File: src/rtl/gear_shift_controller.sv
// PRND lever state machine with safety interlocks, plus a speed-based automatic
// shift scheduler (hysteresis and post-shift hold) that runs while the lever is in D.
module gear_shift_controller #(
    parameter int UP_STEP    = 20,
    parameter int HYST       = 5,
    parameter int HOLD_TICKS = 500,
    parameter int HOLD_W     = 10
) (
    input  logic       clk,
    input  logic       rst,
    input  logic       tick_ms,
    input  logic       btn_up,
    input  logic       btn_down,
    input  logic       brake,
    input  logic [7:0] speed,
    output logic [3:0] gear_char,
    output logic [2:0] gear_num,
    output logic       shift_evt,
    output logic       reject_evt
);

    localparam logic [3:0] ST_P = 4'd3;
    localparam logic [3:0] ST_R = 4'd6;
    localparam logic [3:0] ST_N = 4'd9;
    localparam logic [3:0] ST_D = 4'd12;

    logic [1:0]        up_sync_r;
    logic [1:0]        dn_sync_r;
    logic              up_prev_r;
    logic              dn_prev_r;
    logic [3:0]        gear_char_r;
    logic [2:0]        gear_num_r;
    logic              shift_evt_r;
    logic              reject_evt_r;
    logic [HOLD_W-1:0] hold_r;

    logic              up_req_s;
    logic              dn_req_s;
    logic              single_up_s;
    logic              single_dn_s;
    logic              speed_zero_s;
    logic [3:0]        char_nxt_s;
    logic              lever_acc_s;
    logic              lever_rej_s;
    logic [8:0]        speed9_s;
    logic [8:0]        up_thr_s;
    logic [8:0]        dn_base_s;
    logic              up_ok_s;
    logic              dn_ok_s;
    logic              auto_en_s;

    // Gear matching the current speed when D is entered: largest g with speed >= (g-1)*UP_STEP.
    function automatic logic [2:0] entry_gear(input logic [7:0] spd);
        logic [2:0] g;
        g = 3'd1;
        for (int i = 2; i <= 6; i++) begin
            if ({1'b0, spd} >= 9'((i - 1) * UP_STEP)) begin
                g = 3'(i);
            end else begin
                g = g;
            end
        end
        return g;
    endfunction

    // Two-flop synchronisers and rising-edge history for both lever buttons.
    always_ff @(posedge clk or posedge rst) begin
        if (rst) begin
            up_sync_r <= 2'b00;
            dn_sync_r <= 2'b00;
            up_prev_r <= 1'b0;
            dn_prev_r <= 1'b0;
        end else begin
            up_sync_r <= {up_sync_r[0], btn_up};
            dn_sync_r <= {dn_sync_r[0], btn_down};
            up_prev_r <= up_sync_r[1];
            dn_prev_r <= dn_sync_r[1];
        end
    end

    assign up_req_s     = up_sync_r[1] & ~up_prev_r;
    assign dn_req_s     = dn_sync_r[1] & ~dn_prev_r;
    // Coincident up and down requests cancel each other.
    assign single_up_s  = up_req_s & ~dn_req_s;
    assign single_dn_s  = dn_req_s & ~up_req_s;
    assign speed_zero_s = (speed == 8'd0);

    // Lever transition and interlock evaluation.
    always_comb begin
        char_nxt_s  = gear_char_r;
        lever_acc_s = 1'b0;
        lever_rej_s = 1'b0;
        case (gear_char_r)
            ST_P: begin
                if (single_dn_s) begin
                    if (brake && speed_zero_s) begin
                        char_nxt_s  = ST_R;
                        lever_acc_s = 1'b1;
                    end else begin
                        lever_rej_s = 1'b1;
                    end
                end else begin
                    lever_acc_s = 1'b0;
                end
            end
            ST_R: begin
                if (single_dn_s) begin
                    char_nxt_s  = ST_N;
                    lever_acc_s = 1'b1;
                end else if (single_up_s) begin
                    if (speed_zero_s && brake) begin
                        char_nxt_s  = ST_P;
                        lever_acc_s = 1'b1;
                    end else begin
                        lever_rej_s = 1'b1;
                    end
                end else begin
                    lever_acc_s = 1'b0;
                end
            end
            ST_N: begin
                if (single_dn_s) begin
                    if (!speed_zero_s || brake) begin
                        char_nxt_s  = ST_D;
                        lever_acc_s = 1'b1;
                    end else begin
                        lever_rej_s = 1'b1;
                    end
                end else if (single_up_s) begin
                    if (speed_zero_s) begin
                        char_nxt_s  = ST_R;
                        lever_acc_s = 1'b1;
                    end else begin
                        lever_rej_s = 1'b1;
                    end
                end else begin
                    lever_acc_s = 1'b0;
                end
            end
            ST_D: begin
                if (single_up_s) begin
                    char_nxt_s  = ST_N;
                    lever_acc_s = 1'b1;
                end else begin
                    lever_acc_s = 1'b0;
                end
            end
            default: begin
                char_nxt_s  = ST_P;
                lever_acc_s = 1'b1;
            end
        endcase
    end

    // Downshift threshold base is guarded so a small gear never wraps into a huge limit.
    assign speed9_s  = {1'b0, speed};
    assign up_thr_s  = 9'(gear_num_r) * 9'(UP_STEP);
    assign dn_base_s = (9'(gear_num_r) - 9'd1) * 9'(UP_STEP);
    assign up_ok_s   = (gear_num_r < 3'd6) && (speed9_s >= up_thr_s);
    assign dn_ok_s   = (gear_num_r > 3'd1) && (dn_base_s >= 9'(HYST))
                       && (speed9_s < (dn_base_s - 9'(HYST)));
    assign auto_en_s = (gear_char_r == ST_D) && (hold_r == {HOLD_W{1'b0}});

    // Lever state, automatic gear, hold timer and event pulses; lever moves win over auto-shifts.
    always_ff @(posedge clk or posedge rst) begin
        if (rst) begin
            gear_char_r  <= ST_P;
            gear_num_r   <= 3'd0;
            shift_evt_r  <= 1'b0;
            reject_evt_r <= 1'b0;
            hold_r       <= {HOLD_W{1'b0}};
        end else begin
            reject_evt_r <= lever_rej_s;
            if (lever_acc_s) begin
                gear_char_r <= char_nxt_s;
                shift_evt_r <= 1'b1;
                if (char_nxt_s == ST_D) begin
                    gear_num_r <= entry_gear(speed);
                    hold_r     <= HOLD_W'(HOLD_TICKS);
                end else begin
                    gear_num_r <= 3'd0;
                    hold_r     <= {HOLD_W{1'b0}};
                end
            end else if (auto_en_s && up_ok_s) begin
                gear_num_r  <= gear_num_r + 3'd1;
                hold_r      <= HOLD_W'(HOLD_TICKS);
                shift_evt_r <= 1'b1;
            end else if (auto_en_s && dn_ok_s) begin
                gear_num_r  <= gear_num_r - 3'd1;
                hold_r      <= HOLD_W'(HOLD_TICKS);
                shift_evt_r <= 1'b1;
            end else begin
                shift_evt_r <= 1'b0;
                if (tick_ms && (hold_r != {HOLD_W{1'b0}})) begin
                    hold_r <= hold_r - HOLD_W'(1);
                end else begin
                    hold_r <= hold_r;
                end
            end
        end
    end

    assign gear_char  = gear_char_r;
    assign gear_num   = gear_num_r;
    assign shift_evt  = shift_evt_r;
    assign reject_evt = reject_evt_r;

endmodule

File: config.mk
export PLATFORM = sky130hd
export DESIGN_NAME = gear_shift_controller
export DESIGN_NICKNAME = d
export VERILOG_FILES = /design/src/rtl/gear_shift_controller.sv
export SDC_FILE = /design/constraint.sdc
export NUM_CORES = 1
export LEC_CHECK = 0
export CORE_MARGIN = 4
export CORE_UTILIZATION = 50
export CTS_BUF_LIST = sky130_fd_sc_hd__clkbuf_16
export DETAILED_ROUTE_END_ITERATION = 10
export PLACE_DENSITY_LB_ADDON = 0.15
export SETUP_SLACK_MARGIN = 0.15
export SYNTH_ARGS = -nofsm -noshare
export SYNTH_HDL_FRONTEND = slang
export SYNTH_SLANG_ARGS = --single-unit
File: constraint.sdc
create_clock -name clk -period 5.7 [get_ports clk]
set_clock_uncertainty 0.2 [all_clocks]
set_input_delay 0.855 -clock clk [delete_from_list [all_inputs] [get_ports clk]]
set_output_delay 0.855 -clock clk [all_outputs]
set_load 0.02 [all_outputs]
# After elaboration in Yosys (flattened, before gate mapping)

Cells that the tools add are included.

Bits in registers: 25
Word-level logic and storage cells: 101
Output and inout bits: 9
Input bits: 14

Eq/ne operators: 5
$mul: 2
Bitwise logic cells: 8
$add $sub $neg: 5
Reduce and logical (&&, ||, !) cells: 15
Muxes and demuxes: 47
$lt $le $gt $ge: 10

Operators with widths:

| operator                                            | number |
|---|---|
| 2-to-1 mux 10 bit                                   | 4 |
| 2-to-1 mux 4 bit                                    | 10 |
| 2-to-1 mux 3 bit                                    | 8 |
| 2-to-1 mux 1 bit                                    | 20 |
| >= comparator 8 x 6 -> 1 bit, second input constant | 2 |
| >= comparator 8 x 7 -> 1 bit, second input constant | 2 |
| case mux 4 bit (4 select lines)                     | 1 |
| equality test 4 bit, second input constant          | 3 |
| zero test 10 bit                                    | 1 |
| nonzero test 10 bit                                 | 1 |
| subtractor 10 x 1 -> 10 bit, second input constant  | 1 |
| >= comparator 9 x 3 -> 1 bit, second input constant | 1 |
| < comparator 8 x 9 -> 1 bit                         | 1 |
| multiplier 9 x 3 -> 7 bit, second input constant    | 1 |
| 2-to-1 mux 9 bit                                    | 1 |
| subtractor 9 x 3 -> 9 bit, second input constant    | 1 |
| >= comparator 8 x 5 -> 1 bit, second input constant | 1 |
| >= comparator 8 bit                                 | 1 |
| logical AND 1 bit                                   | 8 |
| zero test 8 bit                                     | 1 |
| multiplier 3 x 3 -> 6 bit, second input constant    | 1 |
| AND 1 bit                                           | 4 |
| equality test 4 x 2 -> 1 bit, second input constant | 1 |
| equality test 4 x 3 -> 1 bit, second input constant | 1 |
| 13 further kinds                                    | 16 |

# Longest topological paths before layout

Gate-level depths: netlist of the first run.

Depth after elaboration: 10
Depth in mapped cells: 19
Gate-level depth less buffers: 18

# Worst setup path after synthesis of the first run

OpenSTA, ideal clock, no wires.

Path type: register to register
From: reg gear_num_r[0], in the netlist gear_num[0]
To: reg gear_num_r[1], in the netlist gear_num[1]
Period minus slack after synthesis: 4438 ps
Setup slack: 1262 ps
Data arrival time: 4106 ps
Required time: 5367 ps
Buffers on the path: 0
Stages on the path, launching flop included: 19
Cells stage by stage: dfrtp_1 > inv_1 > ha_1 > inv_1 > ha_1 > ha_1 > inv_1 > fa_1 > nor2b_1 > and3_1 > nor2_1 > ha_1 > and3_1 > a221o_1 > a31oi_1 > nor2_1 > a2111oi_0 > and4b_1 > a211oi_1

Longest elaborated chain between the ends: 7

RTL lines:

| element                                                                          | line     | RTL |
|---|---|---|
| start, declared                                                                  | 32       | `logic [2:0] gear_num_r;` |
| start signal, assigned                                                           | 178      | `gear_num_r <= entry_gear(speed);` |
| start signal, assigned                                                           | 185      | `gear_num_r <= gear_num_r + 3'd1;` |
| start signal, assigned                                                           | 189      | `gear_num_r <= gear_num_r - 3'd1;` |
| subtractor 3 x 1 -> 4 bit                                                        | 158      | `assign dn_base_s = (9'(gear_num_r) - 9'd1) * 9'(UP_STEP);` |
| multiplier 9 x 3 -> 7 bit                                                        | 158      |  |
| subtractor 9 x 3 -> 9 bit / >= comparator 9 x 3 -> 1 bit (equally long branches) | 161, 160 |  |
| < comparator 8 x 9 -> 1 bit / logical AND 1 bit (equally long branches)          | 161, 160 |  |
| logical AND 1 bit                                                                | 161      | `&& (speed9_s < (dn_base_s - 9'(HYST)));` |
| logical AND 1 bit                                                                | 188      | `end else if (auto_en_s && dn_ok_s) begin` |
| nonzero test 3 bit (no source line)                                              | --       |  |

Several ways; a longest one is shown, not always the timed one. The select of a mux whose other input is x is not followed.
A chain may end at the register's enable or synchronous reset.

# Final worst setup path of the first run

Ends and elaborated chain as after synthesis.

==> flow_summary.ini, run 1 <==
[routing]
vias = 1776
ant_nets = 0
drt_first_pass_iters = 4
route.detailed.wl_per_inst_um = 15.3
drt_iter0_markers = 142
drc_errors = 0
viasPerCell = 5.88
wirelength_mm = 4.63

[timing]
hold_slack_ns = 0.164
fin_crit_sh_pct = 84.1
hold_viol = 0
min_period_ns = 4.79
rsz0062_at_grt = no
setup_viol = 0
fin_setup_tns_ns = 0
final_max_slew_viol_count = 0
fmax_ghz = 0.209
slew_headroom_pct = 38.0
tightest_slew_ns = 0.929

[min_path]
min_from = up_sync_r[0]
hold_path.class = flop to flop
hold_path_depth = 0

[worst_setup_path]
r2r_cells = 18
crit_slowest_cell = dfrtp_1
cp_num_cells = 18
cp.buffers_inverters = 3
critical_path.startpoint = gear_num[0]
path_class = flop to flop
cpMostUsedCell = ha_1
required_ns = 5.62
crit_chain = inv_1, ha_1, inv_1, ha_1, ha_1, inv_1, fa_1, nor2b_1, and3_1, nor2_1, ha_1, and3_1, a221o_1, a31oi_1, nor2_1, a2111oi_0, and4b_1, a211oi_1
cp_slowest_stage_delay_ns = 0.55
worstPathMaxFanout = 10
crit_arrival_ns = 4.72
critPathTopFamily = adder cells
worst_setup_path_start_kind = flop
r2r_start = gear_num[0]
end_kind = flop

[logic_synthesis]
avgSynthCellArea_um2 = 9.14
yosys_warnings = 0
async_flop_share_pct = 100
synth_area_um2 = 2080
ys_seq_area_share_pct = 30.2
ys_ff_latch = 25
synth_cell_types = 54
synth_edf_count = 0
yosysTopAreaCellShare_pct = 27.6
synth-main-ff-cell = dfrtp_1
yosys.area.top_type = dfrtp_1
synthTopCellsByArea = dfrtp_1 (28%), ha_1 (15%), nor2_1 (4.0%)
synth_nets = 268
synth_cells = 228

[clocking]
cts_root_buf = clkbuf_16
cts.hold.buffers_added = 0
cts.path.max_buffers = 2
htreeDepth = 1
post_cts_resized = 0
clkLatencyLatePin_ns = 0.26
cts_tree = yes
cts.sink_count = 25
cts_setup_buffers = 0
cts.clk_slew.worst_paths_ns = 0.06
cts_buffers = 3

[floorplan]
io_pins = 23
dieArea_um2 = 5260
row_count = 23
start_util_pct = 51.7
fp.dieH_um = 72.6
core-area_um2 = 4030
die_w_um = 72.6

[power_and_ir_drop]
vdd_drop_max_v = 0.000446
power.leakage_uw = 0.00115
power_density_nw_per_um2 = 474

[global_route]
antenna_found_initial = 0
grt_max_degree = 26
gr-total-overflow = 0
grt_use_total_pct = 19.2
grt_pass1_vias = 1733
grt_pass1_wl_mm = 8.17

[placement]
dp_hpwl_mm = 3.61
globalplace.congestion = 0.797
io_buffers = 22

[layout]
insertedDiodeCount = 0
nFillCells = 376
drive_gt1_share_pct = 5.16
final_nets = 293
layout_common_cells = ha_1 (25), dfrtp_1 (23), nor2_1 (22), inv_1 (22), clkdlybuf4s50_1 (22)
area_delta_synth_final_pct = 16.6
layout_commonest_cell = ha_1

[status]
status = finished, final reports clean

[job]
cap_violations = 0
-- flip-flops by register name, indices dropped and copies added (netlist names) --
signal      cells
shift_evt       1
reject_evt      1
dn_prev_r       1
hold_r         10
gear_char       4
up_prev_r       1
gear_num        3
dn_sync_r       2
up_sync_r       2
-- Yosys cell counts (2+ instances only) --
| cell | n |
|---|---|
| xor2_1 | 5 |
| a211o_1 | 2 |
| ha_1 | 25 |
| inv_1 | 21 |
| dfstp_2 | 2 |
| or4_1 | 2 |
| a2bb2oi_1 | 2 |
| dfrtp_1 | 23 |
| nand2b_1 | 6 |
| a21o_1 | 4 |
| a211oi_1 | 4 |
| a21oi_1 | 9 |
| nor3b_1 | 4 |
| nand2_1 | 13 |
| nor2b_1 | 7 |
| o21ai_0 | 11 |
| o22a_1 | 6 |
| mux2i_1 | 3 |
| and3_1 | 3 |
| nor4_1 | 3 |
| nand3_1 | 3 |
| o21a_1 | 2 |
| nor3_1 | 3 |
| nor2_1 | 22 |
| xnor2_1 | 2 |
| nand4_1 | 4 |
| a31oi_1 | 8 |
| and2_1 | 2 |
| a41oi_1 | 2 |
-- routing by layer --
metal  vias to the layer above  part of all wire, %  track usage [%]
li1                        891                    -                -
met1                       836                   49             28.4
met2                        45                   46             30.3
met3                         4                  5.0             3.32
met4                         0                 0.45             2.46
met5                         -                    0                0
-- cell families (layout without fill, tap and decap cells) --
| group | after synthesis | count (layout) | synth area share (%) |
|---|---|---|---|
| buffers and inverters | 23 | 47 | 4.50 |
| AND/OR/NAND/NOR | 81 | 81 | 22.6 |
| multiplexers | 4 | 4 | 2.16 |
| AO/OA/AOI/OAI | 61 | 61 | 20.5 |
| adder cells (fa/ha/maj) | 26 | 26 | 16.0 |
| XOR/XNOR | 8 | 8 | 4.02 |
| flip-flops | 25 | 25 | 30.2 |
-- final timing paths --
path	end	slack, ns
max	gear_num[1]	0.91
min	up_sync_r[1]	0.16
max reg2reg	gear_num[1]	0.91
min reg2reg	up_sync_r[1]	0.16
max in group asynchronous	gear_char[2]	3.81
min in group asynchronous	gear_char[3]	0.92
-- power by group --
part | total, uW | switching (uW) | internal [uW]
logic | 703 | 356 | 347
registers | 297 | 73.7 | 223
clock network | 153 | 59.0 | 93.7
total | 1150 | 488 | 664
-- metrics by stage --
step           power [uW]  cells  setup WS [ns]  instance area (um^2)  utilization, %
5_1_grt              1290    302          0.316                  2430            60.3
6_report             1150    302          0.908                  2430            60.3
3_3_place_gp          980    298           1.07                  2350            58.4
4_1_cts              1160    302          0.947                  2430            60.3
3_5_place_dp         1000    298          0.968                  2350            58.4
2_1_floorplan         833    228           1.26                  2080               -
-- area by class of cell --
type / count / area, um^2 / share of cell area (%)
multi-input combinational: 180 / 1360 / 56.0
clock buffer: 3 / 75.1 / 3.09
inverter: 21 / 78.8 / 3.24
tap: 50 / 62.6 / 2.57
timing repair buffer: 22 / 220 / 9.06
clock inverter: 1 / 3.75 / 0.154
sequential: 25 / 628 / 25.8
(Power assumes the default switching activity.)
==> run 2: changes to the inputs <==
==> constraint.sdc (replaced) <==
create_clock -name clk -period 4.1 [get_ports clk]
set_clock_uncertainty 0.2 [all_clocks]
set_input_delay 0.615 -clock clk [delete_from_list [all_inputs] [get_ports clk]]
set_output_delay 0.615 -clock clk [all_outputs]
set_load 0.02 [all_outputs]
==> run 2 against run 1 <==
  * First-iteration DRC count is 20% lower
  * Cell area is 13% higher
  * Register-to-register slack worse by 0.88 ns
  * Non-clock buffer count is 17 higher
  * Die area stayed put
  * Combinational power is 130% higher
  * Sequential share of layout area is 2.9 points lower
  * Via count is 3.9% higher
  * Hold slack worse by 0.015 ns
==> flow_summary.ini, run 2 (same netlist as run 1, synthesis figures left out) <==
[status]
status = finished, final reports clean

[job]
cap_violations = 0

[timing]
rsz0062_at_grt = yes
worst_slack_ns = 0.0282
setup_viol = 0
fin_crit_sh_pct = 99.3
hold_viol = 0
fmax_ghz = 0.246
min_period_ns = 4.07
final_max_slew_viol_count = 0
slew_headroom_pct = 35.7
tightest_slew_ns = 0.964

[layout]
insertedDiodeCount = 0
drive_gt1_share_pct = 22.3
area_delta_synth_final_pct = 31.7
multi_input_area_um2 = 1540
final_nets = 310
postLayoutCoreUtil_pct = 68.1
regMostFlops = hold_r
nFillCells = 321
final_area_um2 = 2740
layout_common_cells = clkdlybuf4s50_1 (22), dfrtp_1 (21), nor2_1 (20), ha_1 (20), inv_1 (17)
final-seq-area_um2 = 631
largest_register_ffs = 10
layout_commonest_cell = clkdlybuf4s50_1
fin_cells = 319

[global_route]
grt_use_total_pct = 20.2
grt_pass1_vias = 1750
antenna_found_initial = 0
grt_max_degree = 26
grt_pass1_wl_mm = 8.25
gr-total-overflow = 0

[routing]
vias = 1846
wirelength_mm = 5.08
drc_errors = 0
ant_nets = 0
drt_first_pass_iters = 4
viasPerCell = 5.79
drt_iter0_markers = 113
route.detailed.wl_per_inst_um = 15.9

[worst_setup_path]
crit_slowest_cell = fa_1
worstPathMaxFanout = 3
critPathTopFamily = adder cells
crit_arrival_ns = 4.00
cpMostUsedCell = ha_4
r2r_setup_slack_ns = 0.03
r2r_end = gear_num[1]
cp.buffers_inverters = 2
crit_chain = inv_2, ha_4, xor2_2, ha_2, ha_4, inv_2, fa_1, nor2b_4, and3_4, nor2_4, ha_4, and3_4, a221o_1, a31oi_4, nor2_2, a2111oi_4, and4b_1, a211oi_2
cp_slowest_stage_delay_ns = 0.53
r2r_cells = 18
path_class = flop to flop
end_kind = flop
cp_num_cells = 18
required_ns = 4.03
r2r_start = gear_num[1]
worst_setup_path_start_kind = flop

[power_and_ir_drop]
p_total_uw = 2230
power.leakage_uw = 0.00125
power_density_nw_per_um2 = 811
vdd_drop_max_v = 0.000566

[floorplan]
io_pins = 23
die_w_um = 72.6
core-area_um2 = 4030
fp.dieH_um = 72.6
start_util_pct = 51.7
dieArea_um2 = 5260
row_count = 23

[clocking]
cts.clk_slew.worst_paths_ns = 0.07
cts_buffers = 3
cts_tree = yes
clkLatencyLatePin_ns = 0.27
cts_root_buf = clkbuf_16
htreeDepth = 1
cts.path.max_buffers = 2
cts.sink_count = 25

[min_path]
min_from = up_sync_r[0]
hold_path_depth = 0
hold_path.class = flop to flop
worst_hold_path.endpoint = up_sync_r[1]

[placement]
dp_hpwl_mm = 3.78
io_buffers = 22
detailedPlace.worstSlack_ns = -0.223
placed_area_um2 = 2500
globalplace.congestion = 0.794
place_inst = 310
-- run 2: cell count changes in the layout (fill, tap and decap cells not counted), moves of 4 or more --
cell	change
buf_4	+16
ha_1	-5
ha_4	+4
inv_1	-5
inv_2	+4
-- run 2: routing by layer --
metal | track usage, % | vias up | part of all wire, %
met1 | 28.3 | 880 | 48
met4 | 5.94 | 0 | 1.0
met3 | 3.46 | 4 | 3.7
li1 | - | 927 | -
met2 | 32.2 | 35 | 47
met5 | 0 | - | 0
-- run 2: worst max path at each step --
stage	startpoint	endpoint
after global placement	gear_num[1]	gear_num[1]
after floorplan	gear_num[0]	gear_num[2]
final	gear_num[1]	gear_num[1]
after global routing	gear_num[1]	gear_num[1]
after CTS	gear_num[1]	gear_num[1]
after detailed placement	gear_num[1]	gear_num[1]
-- run 2: what timing repair did --
action | 4_1_cts | 5_1_grt
resized for setup | 12 | 11
pin swaps | 8 | 4
hold buffers | 0 | 0
endpoints found under the hold margin | 0 | 0
buffers inserted | 2 | 3
setup endpoints to repair | 14 | 14
-- run 2: power by group --
| group | leakage [uW] | total (uW) | internal [uW] | switching, uW |
|---|---|---|---|---|
| combinational | 0.000904 | 1600 | 823 | 775 |
| sequential | 0.000301 | 397 | 312 | 84.7 |
| clock | 0.0000415 | 231 | 135 | 95.7 |
| total | 0.00125 | 2230 | 1270 | 955 |
-- run 2: through the flow --
stage               TNS, ns  hold slack [ns]
floorplan            -0.104            0.131
global placement    -0.0321            0.142
detailed placement    -1.02            0.135
CTS                       0            0.150
global route         -0.156            0.158
finish                    0            0.149
-- run 2: area by class of cell --
cell class,count,area share (%)
clock inverters,1,0.319
inverters,21,2.87
multi-input cells,180,56.0
flip-flops and latches,25,23.0
well taps,50,2.28
repair buffers,39,12.8
clock buffers,3,2.74
-- run 2: worst reg2reg max path: cells and delay by family, from the launching register on --
kind	cells	cell delay (ns)
xor+xnor	1	0.16
flops	1	0.42
buf+inv	2	0.12
compound gates	4	0.89
fa+ha+maj	5	1.23
simple gates	6	0.92
==> patch, RTL diff (flow settings as in run 1) <==
`HOLD_W`: 10 -> 8.
--- a/src/rtl/gear_shift_controller.sv
+++ b/src/rtl/gear_shift_controller.sv
@@ -5,5 +5,5 @@
     parameter int HYST       = 5,
     parameter int HOLD_TICKS = 500,
-    parameter int HOLD_W     = 10
+    parameter int HOLD_W     = 8
 ) (
     input  logic       clk,
Formal check against the unedited RTL: same outputs for any inputs over 10 cycles, from zero or initial values and one cycle with rst high; that may be too few to reach the edited logic, so the function may still have changed.
==> patch against run 1 <==
- routed wire length grew 3.4%
- cell area decreased by 0.15%
- total power is 30% higher
- synthesized area down 0.24%
- count of clock-buffer cells in the layout did not move
- setup slack gained 0.32 ns
- sequential share of layout area shrank 2.0 points
- sequential cell count is 2 lower
==> patch: results (changes against run 1) <==
status completed; initial antenna violation count 0 (unchanged); CTS resizes 0 (unchanged); clock-pin slew on the worst setup and hold paths 0.06 ns (about the same); Synth area leaders dfrtp_1 25%, ha_1 15%, nor2_1 4.9%; syn_nets 277 (+3.4%); Arrival @ worst endpoint 4.43 ns (-0.29 ns); CTS H-tree depth 1 (unchanged); Static Leak 1.05 nW (-8.5%); via count 1873 (+5.5%); Max transition margin 0.430 (+0.0499); largest net degree at the start of global routing 24 (-7.7%); sequential fraction of the synthesis area 0.278 (-0.0234); number of DRC markers in iteration 0 197 (+39%); # Post-CTS Setup Buffers 0 (unchanged); CTS Buf Count 3 (unchanged); TritonRoute pass-1 iters 4 (unchanged); worst vdd ir 486 uV (+9.1%); switching share of total power 0.473 (+0.0494); crit-path max FO 9 (-1); Ys Warns 0 (unchanged); Most flops, register hold_r; antenna cells 0 (unchanged); slowest cell on the critical path dfrtp_1; seq pwr 0.278 mW (-6%); flop-to-flop setup slack 1.23 ns (+0.32 ns); Post-synth ARST share 1.00 (unchanged); IO buf count 22 (unchanged); Min-Delay Path Class register to register; Final nets 301 (+2.7%); count of cell types in the netlist 58 (+7.4%); routability cong. 0.827 (+3.8%); Worst path max stage delay 0.52 ns (-0.03 ns); most frequent cells after synthesis 27 x nor2_1, 25 x ha_1, 21 x dfrtp_1, 21 x inv_1, 19 x a21oi_1; final non-filler cell total 310 (+2.6%); max FFs per register 8 (-2); root buffer cell clkbuf_16; vias in the first global route 1753 (+1.2%); layout cell share with drive strength beyond 1 0.0769 (+0.0253); gr usage total 0.191 (-0.00106); CTS max path bufs 2 (unchanged); WL final 4.78 mm (+3.4%); clk pwr roughly 0.15 mW; worst skew pair latency 0.26 ns (about the same); detailed placement HPWL 3.73 mm (+3.6%); Mapped Cells 237 (+3.9%); cell family with most CP delay adder cells; first-pass GRT wire length 8.07 mm (-1.2%)
[patch: final cells by class]
type                       count  area [um2]
multi-input combinational    190        1410
fill                         340        1570
clock inverter                 1        5.00
tap                           50        62.6
timing repair buffer          22         220
inverter                      21        78.8
sequential                    23         578
clock buffer                   3        75.1
[patch: path summary, 6_finish.rpt]
check	cells past startpoint	startpoint	endpoint
setup / recovery	17	gear_num[0]	hold_r[2]
hold / removal	0	up_sync_r[0]	up_sync_r[1]
setup reg to reg	17	gear_num[0]	hold_r[2]
hold reg to reg	0	up_sync_r[0]	up_sync_r[1]
max in group asynchronous	2	rst	hold_r[2]
min in group asynchronous	2	rst	up_sync_r[0]
[patch: kinds of logic (layout without fill, tap and decap cells)]
group / Yosys count / after routing / synth area share
compound gates: 60 / 60 / 0.210
xor+xnor: 8 / 8 / 0.0337
fa+ha+maj: 26 / 26 / 0.160
buf+inv: 24 / 47 / 0.0452
flops: 23 / 23 / 0.278
mux: 1 / 1 / 0.00482
simple gates: 95 / 95 / 0.268
[patch: stage by stage]
step / total power [mW] / area, um2 / utilization / setup WS (ns) / hold slack [ns]
global placement: 1.33 / 2350 / 0.586 / 1.43 / 0.135
floorplan: 1.11 / 2080 / - / 1.66 / 0.131
detailed placement: 1.35 / 2350 / 0.586 / 1.26 / 0.143
global route: 1.68 / 2430 / 0.607 / 0.880 / 0.169
finish: 1.50 / 2430 / 0.607 / 1.23 / 0.157
CTS: 1.51 / 2430 / 0.607 / 1.27 / 0.163
[patch: per-layer routing]
layer | wire length [um] | GRT usage | up-vias | part of all wire
met3 | 256 | 0.0305 | 9 | 0.054
met4 | 68 | 0.0553 | 0 | 0.014
met1 | 2320 | 0.274 | 881 | 0.48
met2 | 2140 | 0.298 | 56 | 0.45
li1 | - | - | 927 | -
met5 | 0 | 0 | - | 0
